## src/rtl/uart_tx_scheduler_if.sv

```systemverilog
// Bundles the scheduler's APB-side, flow-control and transmitter-side signals.
// master drives the inputs and observes the outputs; slave is the scheduler itself.
interface uart_tx_scheduler_if #(
    parameter int DEPTH = 16
);
    localparam int LW = $clog2(DEPTH) + 1;

    logic          wr_en_i;
    logic [7:0]    wr_data_i;
    logic          flush_i;
    logic          tx_en_i;
    logic          cts_ni;
    logic          tick_i;
    logic          xon_req_i;
    logic          xoff_req_i;
    logic          trans_fi_i;
    logic          start_tx_o;
    logic [7:0]    data_o;
    logic          busy_o;
    logic [LW-1:0] fifo_level_o;
    logic          fifo_full_o;
    logic          fifo_empty_o;
    logic          overflow_o;
    logic          timeout_o;

    modport master (
        output wr_en_i, wr_data_i, flush_i, tx_en_i, cts_ni, tick_i,
               xon_req_i, xoff_req_i, trans_fi_i,
        input  start_tx_o, data_o, busy_o, fifo_level_o, fifo_full_o,
               fifo_empty_o, overflow_o, timeout_o
    );

    modport slave (
        input  wr_en_i, wr_data_i, flush_i, tx_en_i, cts_ni, tick_i,
               xon_req_i, xoff_req_i, trans_fi_i,
        output start_tx_o, data_o, busy_o, fifo_level_o, fifo_full_o,
               fifo_empty_o, overflow_o, timeout_o
    );
endinterface

```

## src/rtl/uart_tx_scheduler.sv

```systemverilog
// UART TX scheduler: TX FIFO plus XON/XOFF injection, launching one frame at a time
// to the transmitter and enforcing a watchdog and an inter-frame gap.
module uart_tx_scheduler #(
    parameter int         DEPTH      = 16,
    parameter int         GAP_TICKS  = 0,
    parameter int         FI_TIMEOUT = 4095,
    parameter logic [7:0] XON_CHAR   = 8'h11,
    parameter logic [7:0] XOFF_CHAR  = 8'h13
) (
    input logic              clk,
    input logic              reset_n,
    uart_tx_scheduler_if.slave bus
);
    localparam int AW  = $clog2(DEPTH);
    localparam int LW  = AW + 1;
    localparam int WDW = (FI_TIMEOUT > 1) ? $clog2(FI_TIMEOUT) : 1;
    localparam logic [WDW-1:0] WD_LAST  = (FI_TIMEOUT == 0) ? '0 : WDW'(FI_TIMEOUT - 1);
    localparam logic [3:0]     GAP_LAST = (GAP_TICKS == 0) ? 4'd0 : 4'(GAP_TICKS - 1);

    typedef enum logic [2:0] {
        IDLE,
        LOAD,
        START,
        WAIT_FI,
        GAP
    } state_e;

    state_e         state_q, state_d;
    logic [7:0]     mem_q [DEPTH];
    logic [AW-1:0]  wrPtr_q, rdPtr_q;
    logic [LW-1:0]  level_q, level_d;
    logic           ctrlPend_q, ctrlPend_d;
    logic           ctrlXoff_q, ctrlXoff_d;
    logic [7:0]     data_q, data_d;
    logic [WDW-1:0] wdCnt_q, wdCnt_d;
    logic [3:0]     gapCnt_q, gapCnt_d;
    logic           overflow_q, overflow_d;
    logic           timeout_q, timeout_d;
    logic           fifoEmpty, fifoFull, pop, wrAccept;

    // A pop frees a slot in the same cycle, so a write to a full FIFO is still taken.
    always_comb begin
        fifoEmpty  = (level_q == '0);
        fifoFull   = (level_q == LW'(DEPTH));
        pop        = (state_q == LOAD) && !ctrlPend_q && !fifoEmpty;
        wrAccept   = bus.wr_en_i && !bus.flush_i && (!fifoFull || pop);
        overflow_d = bus.wr_en_i && !bus.flush_i && fifoFull && !pop;
        level_d    = level_q;
        if (bus.flush_i) begin
            level_d = '0;
        end else if (wrAccept && !pop) begin
            level_d = level_q + LW'(1);
        end else if (pop && !wrAccept) begin
            level_d = level_q - LW'(1);
        end
    end

    always_ff @(posedge clk or negedge reset_n) begin
        if (!reset_n) begin
            wrPtr_q    <= '0;
            rdPtr_q    <= '0;
            level_q    <= '0;
            overflow_q <= 1'b0;
        end else begin
            level_q    <= level_d;
            overflow_q <= overflow_d;
            if (bus.flush_i) begin
                wrPtr_q <= '0;
                rdPtr_q <= '0;
            end else begin
                if (wrAccept) wrPtr_q <= wrPtr_q + AW'(1);
                if (pop)      rdPtr_q <= rdPtr_q + AW'(1);
            end
        end
    end

    always_ff @(posedge clk) begin
        if (wrAccept) mem_q[wrPtr_q] <= bus.wr_data_i;
    end

    // A new request in the consuming LOAD cycle survives; XOFF beats a same-cycle XON.
    always_comb begin
        ctrlPend_d = ctrlPend_q;
        ctrlXoff_d = ctrlXoff_q;
        if (state_q == LOAD && ctrlPend_q) ctrlPend_d = 1'b0;
        if (bus.xoff_req_i) begin
            ctrlPend_d = 1'b1;
            ctrlXoff_d = 1'b1;
        end else if (bus.xon_req_i) begin
            ctrlPend_d = 1'b1;
            ctrlXoff_d = 1'b0;
        end
    end

    always_comb begin
        state_d   = state_q;
        data_d    = data_q;
        wdCnt_d   = wdCnt_q;
        gapCnt_d  = gapCnt_q;
        timeout_d = 1'b0;
        case (state_q)
            IDLE: begin
                if (bus.tx_en_i && !bus.cts_ni && (ctrlPend_q || !fifoEmpty)) state_d = LOAD;
            end
            LOAD: begin
                // A flush between IDLE and LOAD can leave nothing to send.
                if (ctrlPend_q) begin
                    data_d  = ctrlXoff_q ? XOFF_CHAR : XON_CHAR;
                    state_d = START;
                end else if (!fifoEmpty) begin
                    data_d  = mem_q[rdPtr_q];
                    state_d = START;
                end else begin
                    state_d = IDLE;
                end
            end
            START: begin
                wdCnt_d = '0;
                state_d = WAIT_FI;
            end
            WAIT_FI: begin
                if (bus.trans_fi_i) begin
                    gapCnt_d = '0;
                    state_d  = (GAP_TICKS == 0) ? IDLE : GAP;
                end else if (FI_TIMEOUT != 0 && wdCnt_q == WD_LAST) begin
                    timeout_d = 1'b1;
                    state_d   = IDLE;
                end else begin
                    wdCnt_d = wdCnt_q + WDW'(1);
                end
            end
            GAP: begin
                if (bus.tick_i) begin
                    if (gapCnt_q == GAP_LAST) state_d = IDLE;
                    else                      gapCnt_d = gapCnt_q + 4'd1;
                end
            end
            default: state_d = IDLE;
        endcase
    end

    always_ff @(posedge clk or negedge reset_n) begin
        if (!reset_n) begin
            state_q    <= IDLE;
            data_q     <= '0;
            wdCnt_q    <= '0;
            gapCnt_q   <= '0;
            timeout_q  <= 1'b0;
            ctrlPend_q <= 1'b0;
            ctrlXoff_q <= 1'b0;
        end else begin
            state_q    <= state_d;
            data_q     <= data_d;
            wdCnt_q    <= wdCnt_d;
            gapCnt_q   <= gapCnt_d;
            timeout_q  <= timeout_d;
            ctrlPend_q <= ctrlPend_d;
            ctrlXoff_q <= ctrlXoff_d;
        end
    end

    assign bus.start_tx_o   = (state_q == START);
    assign bus.data_o       = data_q;
    assign bus.busy_o       = (state_q != IDLE);
    assign bus.fifo_level_o = level_q;
    assign bus.fifo_full_o  = fifoFull;
    assign bus.fifo_empty_o = fifoEmpty;
    assign bus.overflow_o   = overflow_q;
    assign bus.timeout_o    = timeout_q;
endmodule

```

## src/flat_wrapper.sv

```systemverilog
// flat-port wrapper written by rule: the top's interface ports become plain ports
module uart_tx_scheduler_flat 
#(
    parameter int         DEPTH      = 16,
    parameter int         GAP_TICKS  = 0,
    parameter int         FI_TIMEOUT = 4095,
    parameter logic [7:0] XON_CHAR   = 8'h11,
    parameter logic [7:0] XOFF_CHAR  = 8'h13
)
  (clk, reset_n, bus_wr_en_i, bus_wr_data_i, bus_flush_i, bus_tx_en_i, bus_cts_ni, bus_tick_i, bus_xon_req_i, bus_xoff_req_i, bus_trans_fi_i, bus_start_tx_o, bus_data_o, bus_busy_o, bus_fifo_level_o, bus_fifo_full_o, bus_fifo_empty_o, bus_overflow_o, bus_timeout_o);
  uart_tx_scheduler_if #(.DEPTH(DEPTH)) bus_i ();
  input logic clk;
  input logic reset_n;
  input wire logic [$bits(bus_i.wr_en_i)-1:0] bus_wr_en_i;
  input wire logic [$bits(bus_i.wr_data_i)-1:0] bus_wr_data_i;
  input wire logic [$bits(bus_i.flush_i)-1:0] bus_flush_i;
  input wire logic [$bits(bus_i.tx_en_i)-1:0] bus_tx_en_i;
  input wire logic [$bits(bus_i.cts_ni)-1:0] bus_cts_ni;
  input wire logic [$bits(bus_i.tick_i)-1:0] bus_tick_i;
  input wire logic [$bits(bus_i.xon_req_i)-1:0] bus_xon_req_i;
  input wire logic [$bits(bus_i.xoff_req_i)-1:0] bus_xoff_req_i;
  input wire logic [$bits(bus_i.trans_fi_i)-1:0] bus_trans_fi_i;
  output wire logic [$bits(bus_i.start_tx_o)-1:0] bus_start_tx_o;
  output wire logic [$bits(bus_i.data_o)-1:0] bus_data_o;
  output wire logic [$bits(bus_i.busy_o)-1:0] bus_busy_o;
  output wire logic [$bits(bus_i.fifo_level_o)-1:0] bus_fifo_level_o;
  output wire logic [$bits(bus_i.fifo_full_o)-1:0] bus_fifo_full_o;
  output wire logic [$bits(bus_i.fifo_empty_o)-1:0] bus_fifo_empty_o;
  output wire logic [$bits(bus_i.overflow_o)-1:0] bus_overflow_o;
  output wire logic [$bits(bus_i.timeout_o)-1:0] bus_timeout_o;
  assign bus_i.wr_en_i = bus_wr_en_i;
  assign bus_i.wr_data_i = bus_wr_data_i;
  assign bus_i.flush_i = bus_flush_i;
  assign bus_i.tx_en_i = bus_tx_en_i;
  assign bus_i.cts_ni = bus_cts_ni;
  assign bus_i.tick_i = bus_tick_i;
  assign bus_i.xon_req_i = bus_xon_req_i;
  assign bus_i.xoff_req_i = bus_xoff_req_i;
  assign bus_i.trans_fi_i = bus_trans_fi_i;
  assign bus_start_tx_o = bus_i.start_tx_o;
  assign bus_data_o = bus_i.data_o;
  assign bus_busy_o = bus_i.busy_o;
  assign bus_fifo_level_o = bus_i.fifo_level_o;
  assign bus_fifo_full_o = bus_i.fifo_full_o;
  assign bus_fifo_empty_o = bus_i.fifo_empty_o;
  assign bus_overflow_o = bus_i.overflow_o;
  assign bus_timeout_o = bus_i.timeout_o;
  uart_tx_scheduler #(.DEPTH(DEPTH), .GAP_TICKS(GAP_TICKS), .FI_TIMEOUT(FI_TIMEOUT), .XON_CHAR(XON_CHAR), .XOFF_CHAR(XOFF_CHAR)) u_core (.clk(clk), .reset_n(reset_n), .bus(bus_i));
endmodule
```

## config.mk

```make
export PLATFORM = sky130hd
export DESIGN_NAME = uart_tx_scheduler_flat
export DESIGN_NICKNAME = d
export VERILOG_FILES = /design/src/rtl/uart_tx_scheduler_if.sv /design/src/rtl/uart_tx_scheduler.sv /design/src/flat_wrapper.sv
export SDC_FILE = /design/constraint.sdc
export NUM_CORES = 1
export LEC_CHECK = 0
export CORE_AREA = 2 2 140 142
export CTS_BUF_LIST = sky130_fd_sc_hd__clkbuf_4
export DETAILED_ROUTE_END_ITERATION = 10
export DIE_AREA = 0 0 142 144
export HOLD_SLACK_MARGIN = 0.03
export SETUP_SLACK_MARGIN = 0.02
export SLEW_MARGIN = 20
export SYNTH_ARGS = -nofsm -noshare
export SYNTH_HDL_FRONTEND = slang
export SYNTH_SLANG_ARGS = --single-unit
```

## constraint.sdc

```tcl
create_clock -name clk -period 3.3 [get_ports clk]
set_input_delay 0.495 -clock clk [delete_from_list [all_inputs] [get_ports clk]]
set_output_delay 0.495 -clock clk [all_outputs]
set_load 0.01 [all_outputs]
```

==> results.cfg, run 1 <==
[power]
vdd_ir_drop_max_mv = 0.2002
p_per_area_mw_per_mm2 = 519.9
power_leakage_uw = 0.002729

[drt]
drt_iter0_markers = 247
vias = 3847
wirelength_um = 13820
ant_nets = 0
drc = 0
wl_per_cell_um = 18.78
detail_route.vias_per_cell = 5.227
dr.pass1.iters = 5

[die]
fp-row-count = 51
fp.dieH_um = 144
dieArea_mm2 = 0.02045
initial_core_util_pct = 37.37
die-width_um = 142
io_pins = 37
core-area_mm2 = 0.01908

[timing]
hold_violations = 0
drv_slew = 0
final.setup.tns_ps = 0
setup_violations = 0
worstMarginPinSlew_ps = 913.8
hold-worst-slack_ps = 41.21
fin_skew_ps = 16.32
min_period_over_period_pct = 93.12
fmax_ghz = 0.3254
maxSlewHeadroom_pct = 39.08
rsz0062_at_grt = no
period_needed_ps = 3073

[finish]
antennaDiodeCount = 0
syn2layout_area_growth_pct = 13.20
final_net_count = 515
drive_gt1_share_pct = 17.47
fill_cells = 1712

[global_route]
grt_use_met1_pct = 19.34
grt.total_usage_pct = 14.36
grt_max_degree = 40
antenna_found_initial = 0
overflow = 0
busiest_layer = met2
grt_pass1_wl_um = 21550
gr-usage-met3_pct = 3.675
grt_pass1_vias = 3854
use_met2_pct = 22.93

[clock_network]
post_cts_resized = 0
cts_setup_buffers = 0
clk_pin_slew_ps = 130
worstSkewPairLatency_ps = 560
cts.sinks = 167
htreeDepth = 4
clockBufferDepth = 2
cts_root_buf = clkbuf_4
cts_buffers = 17
holdBufCountCts = 0
tritoncts = built

[synth]
yosysSeqAreaShare_pct = 67.59
syn-num-nets = 460
yosysTopAreaCellShare_pct = 53.90
synth_area_leaders = edfxtp_1 54%, dfrtp_1 14%, mux4_2 7.9%, mux4_1 3.3%, ha_1 1.9%
synthCells = 430
ys_warn_count = 0
syn_area_mm2 = 0.007131
synthFlopType = edfxtp_1
yosysTopAreaCell = edfxtp_1
synthTopCellsByCount = 128 x edfxtp_1, 39 x dfrtp_1, 26 x nor2_1, 25 x mux4_2, 15 x nand2_1
async_flop_share_pct = 23.35
ys_seq_elements = 167
synthDistinctLibCells = 52
avgSynthCellArea_um2 = 16.58
synth_edf_count = 128
yosysMostFrequentCell = edfxtp_1

[critical_path]
crit_chain = or4_4 > o21ai_4 > nand2_1 > fa_1 > a21o_1 > a21oi_1 > mux2_2 > o21ai_0 > a21oi_1
critPathMostFrequentCell = a21oi_1
cp_max_fo = 6
worstRegToRegCells = 9
crit_start = u_core.bus.fifo_level_o[0]
cpPeakStageDelay_ps = 620
timing.rr.end = u_core.bus.fifo_level_o[4]
critPathSlowestCell = or4_4
timing.critical_path.to = u_core.bus.fifo_level_o[4]
start_kind = flip-flop
end_kind = flip-flop
rrSetupSlack_ps = 230
worstPathRequired_ps = 3750
setup.worst_path.class = flip-flop to flip-flop
worstPathArrival_ps = 3530
reg2reg_from = u_core.bus.fifo_level_o[0]

[place]
port_buffers = 35
gp_congestion = 0.8002
hpwlAfterDp_um = 9024

[run]
max-cap-violations = 0

[run_status]
status = complete, no violations

[hold_path]
min_path_type = input port to asynchronous set/reset pin
-- state kept, by name (all words and copies together) (netlist names), 2 cells and up --
| name | count |
|---|---|
| u_core.rdPtr_q | 4 |
| u_core.bus.data_o | 8 |
| u_core.state_q | 2 |
| u_core.bus.fifo_level_o | 5 |
| u_core.mem_q | 128 |
| u_core.wdCnt_q | 12 |
| u_core.wrPtr_q | 4 |
-- per-layer routing --
layer / vias up / wire [um]
li1: 1781 / -
met1: 1964 / 6563
met2: 89 / 6471
met3: 13 / 651
met4: 0 / 133
met5: - / 0
-- cell usage in the layout, fill, tap and decap left out, drive strengths merged, types with 6 or more instances in the layout --
cell / Yosys / routed
mux2i: 10 / 10
nor2: 26 / 26
xor2: 7 / 7
edfxtp: 128 / 128
clkbuf: 10 / 18
clkdlybuf4s50: 0 / 34
nand3: 10 / 10
dfrtp: 39 / 39
ha: 11 / 11
nor3: 7 / 7
a211oi: 6 / 6
a21oi: 15 / 15
nand2: 15 / 15
and2: 9 / 9
o21ai: 9 / 9
inv: 14 / 17
buf: 8 / 20
clkinv: 0 / 10
nor2b: 8 / 8
xnor2: 9 / 9
mux4: 34 / 34
-- cells by family (layout without fill, tap and decap cells) --
family	after synthesis	after routing	share of synthesized area (%)
multiplexers	47	47	13.14
adder cells (fa/ha/maj)	12	12	2.211
AO/OA/AOI/OAI	50	50	4.983
buffers and inverters	32	100	2.088
AND/OR/NAND/NOR	106	106	8.019
flip-flops	167	167	67.59
XOR/XNOR	16	16	1.965
-- power breakdown --
group | switching [uW] | internal, uW | total [uW]
Sequential | 76.5 | 2350 | 2430
Combinational | 391 | 340 | 731
Clock | 726 | 312 | 1040
Total | 1190 | 3000 | 4200
-- worst min-delay path by stage --
stage	startpoint	to	cells past startpoint
final	reset_n	u_core.bus.fifo_level_o[1]	1
after global routing	reset_n	u_core.bus.fifo_level_o[0]	1
after CTS	reset_n	u_core.bus.fifo_level_o[1]	1
after detailed placement	u_core.ctrlXoff_q	u_core.ctrlXoff_q	1
after global placement	u_core.ctrlXoff_q	u_core.ctrlXoff_q	1
after floorplan	reset_n	u_core.bus.data_o[0]	0
-- layout make-up --
cell class | instances | area [um2] | share of cell area (%)
clock inverters | 14 | 102.6 | 1.271
inverters | 14 | 52.55 | 0.6511
multi-input cells | 231 | 2162 | 26.79
clock buffers | 18 | 135.1 | 1.674
flip-flops and latches | 167 | 4821 | 59.73
well taps | 238 | 297.8 | 3.689
repair buffers | 54 | 500.5 | 6.201
-- worst max-delay path, delay by kind of cell, from the launching register on --
kind | cells | cell delay [ps]
AOI/OAI and AO/OA | 5 | 880
adders and majority gates | 1 | 440
DFF | 1 | 490
muxes | 1 | 370
and+or+nand+nor | 2 | 790
-- through the flow --
step	worst slack [ps]	utilization, %	instance area, um2	total power, uW	std cells
after floorplan	335.4	-	7131	2897	430
after global placement	228.5	41.06	7834	3182	704
after detailed placement	191.4	41.06	7834	3210	704
after CTS	226.1	42.30	8071	4239	736
after global routing	60.88	42.30	8071	4407	736
final	227.0	42.30	8071	4196	736
Power figures use the tool's default switching activity.
==> run 2, diff against run 1 <==
--- a/config.mk
+++ b/config.mk
@@ -11,6 +11,7 @@
 export DIE_AREA = 0 0 142 144
 export HOLD_SLACK_MARGIN = 0.03
 export SETUP_SLACK_MARGIN = 0.02
+export SKIP_LAST_GASP = 1
 export SLEW_MARGIN = 20
 export SYNTH_ARGS = -nofsm -noshare
 export SYNTH_HDL_FRONTEND = slang
==> results of run 2 <==
Same layout as run 1: the final DEF is identical, and so are final timing and power.
==> run 3, diff against run 2 <==
--- a/config.mk
+++ b/config.mk
@@ -5,11 +5,12 @@
 export SDC_FILE = /design/constraint.sdc
 export NUM_CORES = 1
 export LEC_CHECK = 0
-export CORE_AREA = 2 2 140 142
+export CORE_AREA = 10 10 148 150
 export CTS_BUF_LIST = sky130_fd_sc_hd__clkbuf_4
 export DETAILED_ROUTE_END_ITERATION = 10
-export DIE_AREA = 0 0 142 144
+export DIE_AREA = 0 0 158 160
 export HOLD_SLACK_MARGIN = 0.03
+export REMOVE_ABC_BUFFERS = 1
 export SETUP_SLACK_MARGIN = 0.02
 export SKIP_LAST_GASP = 1
 export SLEW_MARGIN = 20
==> results.cfg, run 3 (synthesized netlist as in run 1, its figures left out) <==
[die]
fp.dieH_um = 160
fp-row-count = 51
core-area_mm2 = 0.01908
die-width_um = 158
io_pins = 37
dieArea_mm2 = 0.02528
initial_core_util_pct = 37.37

[run]
max-cap-violations = 0

[global_route]
grt_pass1_wl_um = 23090
grt.total_usage_pct = 12.13
antenna_found_initial = 0
overflow = 0
grt_max_degree = 40
grt_pass1_vias = 4017

[place]
dp_cells = 706
hpwlAfterDp_um = 9698
gp_congestion = 0.7434
port_buffers = 35

[drt]
wirelength_um = 14760
drt_iter0_markers = 184
vias = 3887
detail_route.vias_per_cell = 5.260
dr.pass1.iters = 4
drc = 0
ant_nets = 0
wl_per_cell_um = 19.97

[power]
power_uw = 4292
vdd_ir_drop_max_mv = 0.3334
p_per_area_mw_per_mm2 = 529.2
power_leakage_uw = 0.002747

[finish]
drive_gt1_share_pct = 17.76
antennaDiodeCount = 0
layout_commonest_cell = edfxtp_1
largest-register = u_core.mem_q
final_cell_mix = 128 x edfxtp_1, 38 x dfrtp_1, 34 x clkdlybuf4s50_1
final_net_count = 518
postLayoutCoreUtil_pct = 42.51
fill_cells = 1686
largest_register_ffs = 128
instances_no_fill = 739
syn2layout_area_growth_pct = 13.74

[timing]
min_period_over_period_pct = 91.61
drv_slew = 0
hold_violations = 0
fin_skew_ps = 29.41
final.setup.tns_ps = 0
maxSlewHeadroom_pct = 40.37
worstMarginPinSlew_ps = 894.5
hold-worst-slack_ps = 504.2
fmax_ghz = 0.3308
rsz0062_at_grt = no
setup_violations = 0
period_needed_ps = 3023

[hold_path]
hold_path_end = u_core.ctrlXoff_q
worstHoldPathCells = 1
worstHoldStart = u_core.ctrlXoff_q
min_path_type = flip-flop to flip-flop

[critical_path]
start_kind = flip-flop
rrSetupSlack_ps = 280
worstRegToRegCells = 9
end_kind = flip-flop
worstPathArrival_ps = 3500
reg2reg_from = u_core.bus.fifo_level_o[0]
setup.worst_path.class = flip-flop to flip-flop
timing.rr.end = u_core.bus.fifo_level_o[4]
cp_max_fo = 6
worstPathRequired_ps = 3780
crit_start = u_core.bus.fifo_level_o[0]

[clock_network]
cts_buffers = 17
clockBufferDepth = 2
cts_root_buf = clkbuf_4
clk_pin_slew_ps = 160
htreeDepth = 4
tritoncts = built
cts.sinks = 167
worstSkewPairLatency_ps = 580
cts_setup_buffers = 0

[run_status]
status = complete, no violations
==> run 3: cell types whose count changed in the layout (fill, tap and decap cells not counted), sizes merged <==
cell	change
clkbuf	-1
dlygate4sd3	+1
inv	+5
clkinvlp	+1
clkinv	-5
buf	+2
==> run 3: how the worst max path moves through the flow <==
stage / to / cells after the start
5_1_grt: u_core.bus.fifo_level_o[4] / 9
6_report: u_core.bus.fifo_level_o[4] / 9
3_5_place_dp: u_core.bus.fifo_level_o[4] / 10
2_1_floorplan: u_core.bus.fifo_level_o[4] / 9
4_1_cts: u_core.bus.fifo_level_o[4] / 9
3_3_place_gp: u_core.bus.fifo_level_o[4] / 10
==> run 3: per-layer routing <==
layer,up-vias,GRT usage [%],wire (um)
met5,-,0,0
met4,0,4.002,243
met3,16,3.438,803
met2,76,18.97,7045
met1,2003,15.88,6668
li1,1792,-,-
==> run 3: report_power, final <==
group,internal (uW),switching (uW)
Clock,330,801
Combinational,339,392
Sequential,2350,78.1
Total,3020,1270
==> run 3: critical path, cell delays in order (launching register included) <==
cell,delay [ps]
dfrtp_1,500
or4_4,620
o21ai_4,150
nand2_1,160
fa_1,440
a21o_1,190
a21oi_1,280
mux2_2,370
o21ai_0,140
a21oi_1,80
==> run 3: area by class of cell <==
class | instances | area [um2] | share of cell area (%)
clock buffer | 17 | 127.6 | 1.574
clock inverter | 15 | 136.4 | 1.682
inverter | 14 | 52.55 | 0.6479
multi-input combinational | 231 | 2162 | 26.66
sequential | 167 | 4821 | 59.44
tap | 238 | 297.8 | 3.672
timing repair buffer | 57 | 513.0 | 6.325
==> run 3: what timing repair did <==
item / 4_1_cts / 5_1_grt
endpoints found under the hold margin: 15 / 0
resized for setup: 0 / 0
hold buffers: 1 / 0
==> run 3: per-stage QoR <==
stage	setup WS (ps)	area [um2]
4_1_cts	258.6	8110
6_report	277.0	8110
3_3_place_gp	230.5	7836
2_1_floorplan	335.2	7034
3_5_place_dp	226.9	7836
5_1_grt	83.86	8110
